<file path="src/rtl/dma_ctrl_pkg.sv">
// Shared definitions for the rotate-engine DMA tile sequencer.
package dma_ctrl_pkg;

  typedef enum logic [2:0] {
    S_IDLE    = 3'd0,
    S_RD_REQ  = 3'd1,
    S_RD_WAIT = 3'd2,
    S_PROC    = 3'd3,
    S_WR_REQ  = 3'd4,
    S_WR_WAIT = 3'd5,
    S_NEXT    = 3'd6,
    S_FIN     = 3'd7
  } state_t;

  localparam logic [2:0] XFER_SIZE_WORD = 3'b010;
  localparam int         WORD_BYTES     = 4;
  localparam int         MAX_BURST      = 16;

endpackage

</file>
<file path="src/rtl/dma_ctrl_agen.sv">
// Per-tile address generator: source/destination pointers and tile counter.
module dma_ctrl_agen #(
  parameter logic [31:0] SRC_STEP = 32'd64
) (
  input  logic        clk,
  input  logic        rst,
  input  logic        load,
  input  logic        step,
  input  logic [31:0] src_base,
  input  logic [31:0] dst_base,
  input  logic [31:0] dst_stride,
  output logic [31:0] src_ptr,
  output logic [31:0] dst_ptr,
  output logic [15:0] tile_cnt
);

  logic [31:0] stride_q;

  // Load on GO, advance once per fully written tile; sums wrap modulo 2^32.
  always_ff @(posedge clk) begin
    if (rst) begin
      src_ptr  <= '0;
      dst_ptr  <= '0;
      stride_q <= '0;
      tile_cnt <= '0;
    end else if (load) begin
      src_ptr  <= src_base;
      dst_ptr  <= dst_base;
      stride_q <= dst_stride;
      tile_cnt <= '0;
    end else if (step) begin
      src_ptr  <= src_ptr + SRC_STEP;
      dst_ptr  <= dst_ptr + stride_q;
      tile_cnt <= tile_cnt + 16'd1;
    end
  end

endmodule

</file>
<file path="src/rtl/dma_ctrl.sv">
// Tile sequencer: read burst, rotate-core phase, write burst, per tile.
module dma_ctrl
  import dma_ctrl_pkg::*;
#(
  parameter int         BURST_WORDS = 16,
  parameter logic [2:0] XFER_SIZE   = XFER_SIZE_WORD
) (
  input  logic        I_DMAC_HCLK,
  input  logic        I_DMAC_HRESET,
  input  logic        I_DMAC_GO,
  input  logic        I_DMAC_ABORT,
  input  logic [31:0] I_DMAC_SRC_BASE,
  input  logic [31:0] I_DMAC_DST_BASE,
  input  logic [31:0] I_DMAC_DST_STRIDE,
  input  logic [15:0] I_DMAC_NUM_TILES,
  input  logic        I_DMAC_READY,
  input  logic        I_DMAC_PROC_DONE,
  output logic        O_DMAC_START,
  output logic [31:0] O_DMAC_ADDR,
  output logic [4:0]  O_DMAC_COUNT,
  output logic [2:0]  O_DMAC_SIZE,
  output logic        O_DMAC_WRITE,
  output logic        O_DMAC_BUSY,
  output logic        O_DMAC_PROC_START,
  output logic        O_DMAC_DONE,
  output logic [15:0] O_DMAC_TILE_CNT
);

  localparam logic [4:0]  COUNT_VAL = 5'(BURST_WORDS);
  localparam logic [31:0] SRC_STEP  = 32'(BURST_WORDS * WORD_BYTES);

  state_t      state;
  logic        abort_q;
  logic [15:0] num_tiles_q;
  logic [31:0] src_ptr;
  logic [31:0] dst_ptr;
  logic        go_ok;
  logic        abort_pend;
  logic        ag_load;
  logic        ag_step;

  // An abort arriving on the same cycle as a safe point is honoured there.
  assign go_ok      = (state == S_IDLE) && I_DMAC_GO && !I_DMAC_ABORT;
  assign abort_pend = abort_q || I_DMAC_ABORT;
  assign ag_load    = go_ok;
  // The tile counts as written once its write burst completes, even if aborting.
  assign ag_step    = (state == S_WR_WAIT) && I_DMAC_READY;

  dma_ctrl_agen #(
    .SRC_STEP (SRC_STEP)
  ) u_agen (
    .clk        (I_DMAC_HCLK),
    .rst        (I_DMAC_HRESET),
    .load       (ag_load),
    .step       (ag_step),
    .src_base   (I_DMAC_SRC_BASE),
    .dst_base   (I_DMAC_DST_BASE),
    .dst_stride (I_DMAC_DST_STRIDE),
    .src_ptr    (src_ptr),
    .dst_ptr    (dst_ptr),
    .tile_cnt   (O_DMAC_TILE_CNT)
  );

  // Sequencer FSM; outputs are set on the edge that enters the state they belong to.
  always_ff @(posedge I_DMAC_HCLK) begin
    if (I_DMAC_HRESET) begin
      state             <= S_IDLE;
      abort_q           <= 1'b0;
      num_tiles_q       <= '0;
      O_DMAC_START      <= 1'b0;
      O_DMAC_ADDR       <= '0;
      O_DMAC_COUNT      <= '0;
      O_DMAC_SIZE       <= '0;
      O_DMAC_WRITE      <= 1'b0;
      O_DMAC_BUSY       <= 1'b0;
      O_DMAC_PROC_START <= 1'b0;
      O_DMAC_DONE       <= 1'b0;
    end else begin
      O_DMAC_START      <= 1'b0;
      O_DMAC_PROC_START <= 1'b0;
      O_DMAC_DONE       <= 1'b0;
      O_DMAC_COUNT      <= COUNT_VAL;
      O_DMAC_SIZE       <= XFER_SIZE;
      if (state != S_IDLE && I_DMAC_ABORT) abort_q <= 1'b1;

      case (state)
        S_IDLE: begin
          if (go_ok) begin
            num_tiles_q <= I_DMAC_NUM_TILES;
            O_DMAC_BUSY <= 1'b1;
            if (I_DMAC_NUM_TILES == 16'd0) begin
              state       <= S_FIN;
              O_DMAC_DONE <= 1'b1;
            end else begin
              state        <= S_RD_REQ;
              O_DMAC_START <= 1'b1;
              O_DMAC_WRITE <= 1'b0;
              O_DMAC_ADDR  <= I_DMAC_SRC_BASE;
            end
          end
        end
        S_RD_REQ: state <= S_RD_WAIT;
        S_RD_WAIT: begin
          if (I_DMAC_READY) begin
            if (abort_pend) begin
              state       <= S_IDLE;
              O_DMAC_BUSY <= 1'b0;
              abort_q     <= 1'b0;
            end else begin
              state             <= S_PROC;
              O_DMAC_PROC_START <= 1'b1;
            end
          end
        end
        S_PROC: begin
          if (I_DMAC_PROC_DONE) begin
            if (abort_pend) begin
              state       <= S_IDLE;
              O_DMAC_BUSY <= 1'b0;
              abort_q     <= 1'b0;
            end else begin
              state        <= S_WR_REQ;
              O_DMAC_START <= 1'b1;
              O_DMAC_WRITE <= 1'b1;
              O_DMAC_ADDR  <= dst_ptr;
            end
          end
        end
        S_WR_REQ: state <= S_WR_WAIT;
        S_WR_WAIT: begin
          if (I_DMAC_READY) begin
            if (abort_pend) begin
              state       <= S_IDLE;
              O_DMAC_BUSY <= 1'b0;
              abort_q     <= 1'b0;
            end else begin
              state <= S_NEXT;
            end
          end
        end
        S_NEXT: begin
          // Pointers and count were advanced on entry, so they are current here.
          if (abort_pend) begin
            state       <= S_IDLE;
            O_DMAC_BUSY <= 1'b0;
            abort_q     <= 1'b0;
          end else if (O_DMAC_TILE_CNT == num_tiles_q) begin
            state       <= S_FIN;
            O_DMAC_DONE <= 1'b1;
          end else begin
            state        <= S_RD_REQ;
            O_DMAC_START <= 1'b1;
            O_DMAC_WRITE <= 1'b0;
            O_DMAC_ADDR  <= src_ptr;
          end
        end
        S_FIN: begin
          state       <= S_IDLE;
          O_DMAC_BUSY <= 1'b0;
          abort_q     <= 1'b0;
        end
        default: begin
          state       <= S_IDLE;
          O_DMAC_BUSY <= 1'b0;
          abort_q     <= 1'b0;
        end
      endcase
    end
  end

endmodule
</file>
<file path="config.mk">
export PLATFORM = sky130hd
export DESIGN_NAME = dma_ctrl
export DESIGN_NICKNAME = d
export VERILOG_FILES = /design/src/rtl/dma_ctrl_pkg.sv /design/src/rtl/dma_ctrl_agen.sv /design/src/rtl/dma_ctrl.sv
export SDC_FILE = /design/constraint.sdc
export NUM_CORES = 1
export LEC_CHECK = 0
export CAP_MARGIN = 10
export CELL_PAD_IN_SITES_DETAIL_PLACEMENT = 1
export CELL_PAD_IN_SITES_GLOBAL_PLACEMENT = 1
export CORE_ASPECT_RATIO = 2
export CORE_MARGIN = 8
export CORE_UTILIZATION = 36
export CTS_BUF_LIST = sky130_fd_sc_hd__clkbuf_2
export DETAILED_ROUTE_END_ITERATION = 8
export PLACE_DENSITY_LB_ADDON = 0.25
export SYNTH_ARGS = -nofsm -noshare
export SYNTH_HDL_FRONTEND = slang
export SYNTH_SLANG_ARGS = --single-unit
</file>
<file path="constraint.sdc">
create_clock -name I_DMAC_HCLK -period 2.62 [get_ports I_DMAC_HCLK]
set_clock_uncertainty 0.15 [all_clocks]
set_input_delay 0.524 -clock I_DMAC_HCLK [delete_from_list [all_inputs] [get_ports I_DMAC_HCLK]]
set_output_delay 0.524 -clock I_DMAC_HCLK [all_outputs]
set_load 0.01 [all_outputs]
</file>
Word-level counts from Yosys, hierarchy flattened
Cells that the tools add are included.

$add $sub $neg: 3. Equality and inequality tests: 17. Magnitude comparators: 0. Multipliers: 0. Divide/modulo/power cells: 0. Shift operators: 0. Bitwise gates (word level): 2. Mux-type cells: 53. Reduce and logical (&&, ||, !) cells: 19.

Operator list (number): 32-bit two-way mux (10); 32-bit one-hot mux with 3 select lines (1); 32-bit adder (1); 32-bit by 7-bit adder with 32-bit output (second input constant) (1); 3-bit two-way mux (9); 1-bit two-way mux (24); 3-bit one-hot mux with 8 select lines (1); 16-bit by 1-bit adder with 16-bit output (second input constant) (1); 16-bit == test (1); 16-bit logical NOT (1); 2-bit inequality test (second input constant) (8); 3-bit == test (second input constant) (4); 4-bit AND reduction (2); 7-bit AND reduction (1); 3-bit by 2-bit == test with 1-bit output (second input constant) (2); 1-bit one-hot mux with 3 select lines (2); 3-bit nonzero test (2); 5-bit two-way mux (1); 1-bit one-hot mux with 5 select lines (1); 5-bit nonzero test (1); 1-bit logical AND (4); 2-bit two-way mux (2); 1-bit one-hot mux with 4 select lines (1); 2-bit OR reduction (2); 10 further kinds (11).

Bits in latches: 0. Output and inout bits: 61. Bits in registers: 177. Memories kept: 0. Input bits: 118. Bits in writable memories: 0. Memory bits (read-only): 0.

Depth between registers and ports, before layout
Gate-level depths: netlist of run 1.

Word-level depth: 6. Gate-level depth with buffers: 10.

Hierarchy
A second synthesis of run 1 with hierarchy kept.

Cell total of the unflattened synthesis: 1160. Area total of the unflattened synthesis: 9658.0 um^2.

By module, submodules not included: dma_ctrl_agen (area each 6323.6 um^2, cells each 766, instances 1, seq. area each 2242.2 um^2); dma_ctrl (area each 3334.4 um^2, cells each 394, instances 1, seq. area each 1161.1 um^2).

Worst setup path before layout of run 1
No wires, ideal clock.

Kind: register to register. Start: reg u_agen.dst_ptr[0]. End: reg u_agen.dst_ptr[28]. Arrival time: 2.300 ns. Slack: 0.042 ns. Required time: 2.343 ns. Period minus slack after synthesis: 2.578 ns. Cell stages (with the launch flop): 10. Buffers on the path: 0. Cell sequence: dfxtp_1 -> ha_1 -> fa_1 -> a21oi_1 -> o21ai_0 -> o21a_1 -> a31o_2 -> a41oi_1 -> nor3_1 -> or3b_1.

Word-level cells in the longest chain between the ends: 3.

Ends and longest elaborated chain: start, declared (RTL line dma_ctrl_agen.sv:13) `output logic [31:0] dst_ptr,`; start signal, assigned (RTL line dma_ctrl_agen.sv:28) `dst_ptr <= dst_base;`; start signal, assigned (RTL line dma_ctrl_agen.sv:33) `dst_ptr <= dst_ptr + stride_q;`; 32-bit adder (RTL line dma_ctrl_agen.sv:33); 32-bit two-way mux (RTL line dma_ctrl_agen.sv:31) `end else if (step) begin`; 32-bit two-way mux (RTL line dma_ctrl_agen.sv:26) `end else if (load) begin`.

Every way passes these cells. The select of a mux whose other input is x is not followed. A chain may end at the register's enable or synchronous reset.

Worst setup path in the final report of run 1
Start: reg u_agen.dst_ptr[0]. End: reg u_agen.dst_ptr[20].

Same word-level chain as after synthesis.

==> results of run 1 <==
==> power breakdown <==
| group | leakage (nW) | switching [mW] | internal (mW) |
|---|---|---|---|
| combinational | 3.83 | 2.05 | 1.76 |
| clock | 0.119 | 1.02 | 0.346 |
| sequential | 1.41 | 0.418 | 3.06 |
==> cell usage in the layout (no fill, tap or decap), drive strengths merged, types with 20 or more instances in the layout <==
cell,n
o21ai,40
nand3,28
clkdlybuf4s50,155
a21oi,135
dfxtp,170
clkbuf,20
ha,33
a311oi,29
buf,149
nor2,106
nand2,217
and3,24
xnor2,27
a21o,21
nor3,24
xor2,28
dlygate4sd3,52
a22oi,49
nand4,23
==> cell type report <==
class | count | area share [%]
Multi-Input combinational cell | 937 | 43.7
Sequential cell | 170 | 25.8
Timing Repair Buffer | 372 | 25.6
Tap cell | 344 | 3.17
Clock buffer | 20 | 0.736
Clock inverter | 12 | 0.727
Inverter | 10 | 0.276
Antenna cell | 2 | 0.0368
==> per-layer routing <==
| layer | track usage (%) | share of wire [%] | up-vias |
|---|---|---|---|
| met2 | 47.9 | 55 | 248 |
| met3 | 4.88 | 3.5 | 90 |
| met4 | 17.3 | 6.9 | 0 |
| met1 | 22.2 | 35 | 5134 |
| li1 | - | - | 4955 |
| met5 | 0 | 0 | - |
==> timing repair <==
item | in CTS | in global routing
gates resized for setup | 64 | 54
hold buffers | 52 | 0
setup endpoints to repair | 41 | 43
setup buffers | 14 | 4
pin swaps | 5 | 11
hold endpoints to repair | 58 | 0
==> worst max-delay path, stage by stage (launching register included) <==
cell	delay (ns)
dfxtp_2	0.39
ha_4	0.17
fa_2	0.41
a21oi_4	0.21
o21ai_4	0.09
o21a_4	0.23
a31o_4	0.24
buf_4	0.14
a31oi_2	0.16
xor2_1	0.16
o22ai_1	0.09
==> registers in the layout, summed over array words and instances, names as in the netlist, 3 cells and up <==
signal	count
O_DMAC_ADDR	32
u_agen.dst_ptr	32
u_agen.src_ptr	32
u_agen.stride_q	32
num_tiles_q	16
u_agen.tile_cnt	16
state	3
==> metrics by stage <==
stage	utilization, %	instance area (sq um)
2_1_floorplan	-	9600
3_3_place_gp	47.4	12400
3_5_place_dp	47.4	12400
4_1_cts	51.0	13400
5_1_grt	51.8	13600
6_report	51.8	13600
==> cell families after synthesis <==
family | Yosys count | synth area share [%]
AOI/OAI and AO/OA | 365 | 26.7
xor gates and xnor gates | 55 | 5.03
adders and majority gates | 34 | 4.52
buffers and inverters | 98 | 4.91
DFF | 170 | 35.5
muxes | 9 | 0.940
other | 1 | 0.0391
and+or+nand+nor | 468 | 22.4
==> final timing paths <==
kind	end	slack [ns]	from
worst max-delay path	u_agen.dst_ptr[20]$_SDFFE_PP0P_	0.06	u_agen.dst_ptr[0]$_SDFFE_PP0P_
worst min-delay path	u_agen.stride_q[9]$_SDFFE_PP0P_	0.09	I_DMAC_DST_STRIDE[9]
worst max register to register	u_agen.dst_ptr[20]$_SDFFE_PP0P_	0.06	u_agen.dst_ptr[0]$_SDFFE_PP0P_
worst min register to register	u_agen.src_ptr[0]$_SDFFE_PP0P_	0.32	u_agen.src_ptr[0]$_SDFFE_PP0P_
==> summary.md, run 1 <==
| Metric | Value |
|---|---|
| Status | completed |
| Starting Density | 36.5% |
| Sequential cell area | 3510 sq um |
| Area taken by multi-input logic gates | around 6000 sq um |
| Die H | 247 um |
| Worst reg2reg path depth | 10 |
| Biggest area consumer among synthesized cells | dfxtp_1 |
| # nets final | 1660 |
| Initial antenna violation count | 2 |
| DRT antenna net count | 0 |
| Core area | 26300 sq um |
| Dpl cells | 1763 |
| Worst-Margin Slew | 0.793 ns |
| Die area | 32400 sq um |
| Root buffer cell | clkbuf_2 |
| Syn Inst Count | 1200 |
| Maxcap violations | 0 |
| Area delta synth->final | 41.9% |
| Worst path arrival time | 3.17 ns |
| Power Total | 8.64 mW |
| Crit path max fanout | 4 |
| Top cell type's share of synthesized area | 35.5% |
| CTS tree | built |
| Clock Latency Late Sink | 0.89 ns |
| Fin crit share | 97.7% |
| Final Hold Viols | 0 |
| H-tree levels | 4 |
| Via count | 10427 |
| Most frequent cells after synthesis | nand2_1, dfxtp_1, a21oi_1, nor2_1, clkbuf_1 |
| PD cells | 636 nW/um^2 |
| Die Span X | 131 um |
| Grt ovf | 0 |
| Largest net degree at the start of global routing | 67 |
| Ranking of synthesized cells by area | dfxtp_1, nand2_1, a21oi_1 |
| Hold depth | 3 |
| CTS Buf Count | 17 |
| Netlist Area Pre-Place | 9580 sq um |
| DRT Wirelength | 40.1 mm |
| Final Wtd Congestion | just under 0.9 |
| Avg WL per Cell | 21.5 um |
| Drt drc | 0 |
| Synth unique cells | 73 |
| Clock buffer depth | 2 |
| Tightest Hold Check Type | input pin to register |
| Number of global-route vias before repair | between 10000 and 15000 |
| Slew Limit Fails | 0 |
| Non-filler cells in the finished layout | between 1500 and 2000 |
| Final setup fails | 0 |
| Rows | 84 |
| Drt pass-1 iters | 5 |
| Fmax | 390 MHz |
| Leak | around 5.4 nW |
| CP endpoint kind | register |
| Clock Sinks | 170 |
| Worst-path clk slew | 0.24 ns |
| Register area share after synthesis | 35.5% |
| Layout cell share with drive strength beyond 1 | 19.8% |
| First-pass GRT wire length | 62.5 mm |
| Drt via density | roughly 5.6 |
| Post-place setup slack | -0.330 ns |
| CP Class | register to register |
| DP HPWL | 29.7 mm |
| GRT Total Usage | about 25% |
| Final worst slack | 0.0590 ns |
| Count leader, synth | nand2_1 |
| Startpoint types | register |
| Syn Area/Cell | 7.99 sq um |
| Yosys reg bits | 170 |
| Tmin final | 2.56 ns |
| Maximum VDD drop | 0.370 mV |
| Worst hold slack | between 0.09 and 0.1 ns |
| Initial DRC count | about 600 |
| Top_reg_cell synth | dfxtp_1 |
| Setup tns final | 0 ns |
| Total of warnings raised by yosys | 0 |
| Fill cells | between 3000 and 4000 |
| Async SR Flop Fraction | 0% |
| I/O pin count | between 150 and 200 |
| Critical path required time | between 3 and 4 ns |
| Post-synth EDFFs | 0 |
| Port buffer count | 172 |
| Worst slew margin | between 40% and 50% |
| RSZ-0062 raised after global routing | true |
(Power assumes the default switching activity.)
==> run 2: changes to the inputs <==
PLACE_DENSITY_LB_ADDON = 0.1   (was 0.25)
==> run 2 against run 1 <==
  * Hold slack better by 0.019 ns
  * Maximum frequency decreased by 1.1%
  * Global-route usage is 0.73 points lower
  * Via count fell by 0.49%
  * Highest routed layer unchanged
  * Sequential power down 1%
==> summary.md, run 2 (same netlist as run 1, synthesis figures left out) <==
| Metric | Value |
|---|---|
| Avg WL per Cell | 21.1 um |
| Non-filler cells in the finished layout | 1877 |
| Initial antenna violation count | 1 |
| CP Cell Sequence | ha_4 -> fa_2 -> a21oi_4 -> o21ai_2 -> o21a_2 -> o2111ai_2 -> buf_4 -> a21oi_2 -> mux2i_1 -> or3_1 |
| Final core utilization | between 50 and 60% |
| Leak | 5.29 nW |
| Layout cell share with drive strength beyond 1 | 19.7% |
| Grt ovf | 0 |
| Crit path max fanout | 4 |
| Power Total | 8.90 mW |
| Critical path required time | between 3 and 4 ns |
| Die area | 32400 sq um |
| PD cells | 648 nW/um^2 |
| Worst slew margin | 59.0% |
| Maximum VDD drop | 0.325 mV |
| Number of global-route vias before repair | 11180 |
| Initial DRC count | 444 |
| Status | completed |
| GRT Total Usage | 23.9% |
| Root buffer cell | clkbuf_2 |
| Worst-path clk slew | 0.26 ns |
| Tmin final | about 2.6 ns |
| Worst hold slack | 0.113 ns |
| Largest net degree at the start of global routing | 82 |
| Setup tns final | 0 ns |
| I/O pin count | 179 |
| Final Wtd Congestion | a little under 0.9 |
| DRT antenna net count | 0 |
| Worst path slowest cell | fa_2 |
| Die Span X | 131 um |
| CTS Buf Count | 17 |
| CP endpoint kind | register |
| Core area | 26300 sq um |
| Maxcap violations | 0 |
| Drt drc | 0 |
| Clock Sinks | 170 |
| Port buffer count | 172 |
| Worst path arrival time | 3.21 ns |
| Drt pass-1 iters | 5 |
| DP HPWL | around 29 mm |
| Startpoint types | register |
| Rows | 84 |
| RSZ-0062 raised after global routing | true |
| Dpl cells | 1766 |
| Worst-Margin Slew | 0.614 ns |
| Crit path buf inv count | 1 |
| Commonest non-fill, non-tap cell in the layout | nand2_1 |
| CTS tree | built |
| H-tree levels | 4 |
| Starting Density | approximately 36% |
| Slew Limit Fails | 0 |
| CP top delay family | compound AO/OA/AOI/OAI gates |
| DRT Wirelength | 39.6 mm |
| # nets final | about 1700 |
| Fmax | 386 MHz |
| CP peak stage delay | 0.41 ns |
| Die H | 247 um |
| Commonest cells after routing, fill and taps aside | nand2_1, clkdlybuf4s50_1, buf_4, dfxtp_1, a21oi_1 |
| Final Hold Viols | 0 |
| Fin crit share | 98.9% |
| Final setup fails | 0 |
| Clock buffer depth | 2 |
| Area delta synth->final | 43.4% |
| Drt via density | 5.53 |
| Via count | 10376 |
| Clock Latency Late Sink | 0.86 ns |
| CP Class | register to register |
| Tightest Hold Check Type | input pin to register |
| First-pass GRT wire length | slightly above 60 mm |
-- run 2: path summary, 6_finish.rpt --
kind / depth (start not counted) / endpoint / from / slack (ns)
min reg2reg: 2 / u_agen.stride_q[4]$_SDFFE_PP0P_ / u_agen.stride_q[4]$_SDFFE_PP0P_ / 0.33
min: 3 / u_agen.src_ptr[18]$_SDFFE_PP0P_ / I_DMAC_SRC_BASE[18] / 0.11
max: 10 / u_agen.dst_ptr[26]$_SDFFE_PP0P_ / u_agen.dst_ptr[0]$_SDFFE_PP0P_ / 0.03
max reg2reg: 10 / u_agen.dst_ptr[26]$_SDFFE_PP0P_ / u_agen.dst_ptr[0]$_SDFFE_PP0P_ / 0.03
-- run 2: stage by stage --
stage | worst slack (ns) | area, sq um
after global placement | -0.418 | 12500
after global routing | -0.0810 | 13700
after detailed placement | -0.463 | 12500
final | 0.0296 | 13700
after CTS | 0.000280 | 13500
after floorplan | 0.0424 | 9600
-- run 2: timing repair --
action	CTS	global route
setup buffers	15	6
cloned	0	2
resized for setup	64	41
pin swaps	8	10
setup endpoints to repair	37	50
hold buffers	56	0
hold endpoints to repair	91	0
-- run 2: worst register-to-register path: stages, from the launching register on --
cell,delay (ns)
dfxtp_2,0.39
ha_4,0.17
fa_2,0.41
a21oi_4,0.18
o21ai_2,0.08
o21a_2,0.26
o2111ai_2,0.17
buf_4,0.17
a21oi_2,0.06
mux2i_1,0.14
or3_1,0.33
-- run 2: per-layer routing --
layer  share of wire (%)  track usage (%)  wire, um
met4                 5.9             15.1      2330
met1                  34             21.4     13600
met3                 2.9             3.50      1140
met5                   0                0         0
met2                  57             48.3     22500
-- run 2: cell type report --
| type | count | area (sq um) |
|---|---|---|
| diodes | 1 | 2.50 |
| clock buffers | 18 | 90.1 |
| clock inverters | 14 | 130 |
| fillers | 3161 | 12500 |
| inverters | 10 | 37.5 |
| multi-input cells | 937 | 5970 |
| flip-flops and latches | 170 | 3480 |
| well taps | 344 | 430 |
| repair buffers | 383 | 3600 |
-- run 2: power breakdown --
part | internal [mW] | switching (mW)
combinational | 1.92 | 2.11
clock | 0.431 | 1.01
sequential | 3.04 | 0.391
total | 5.39 | 3.51
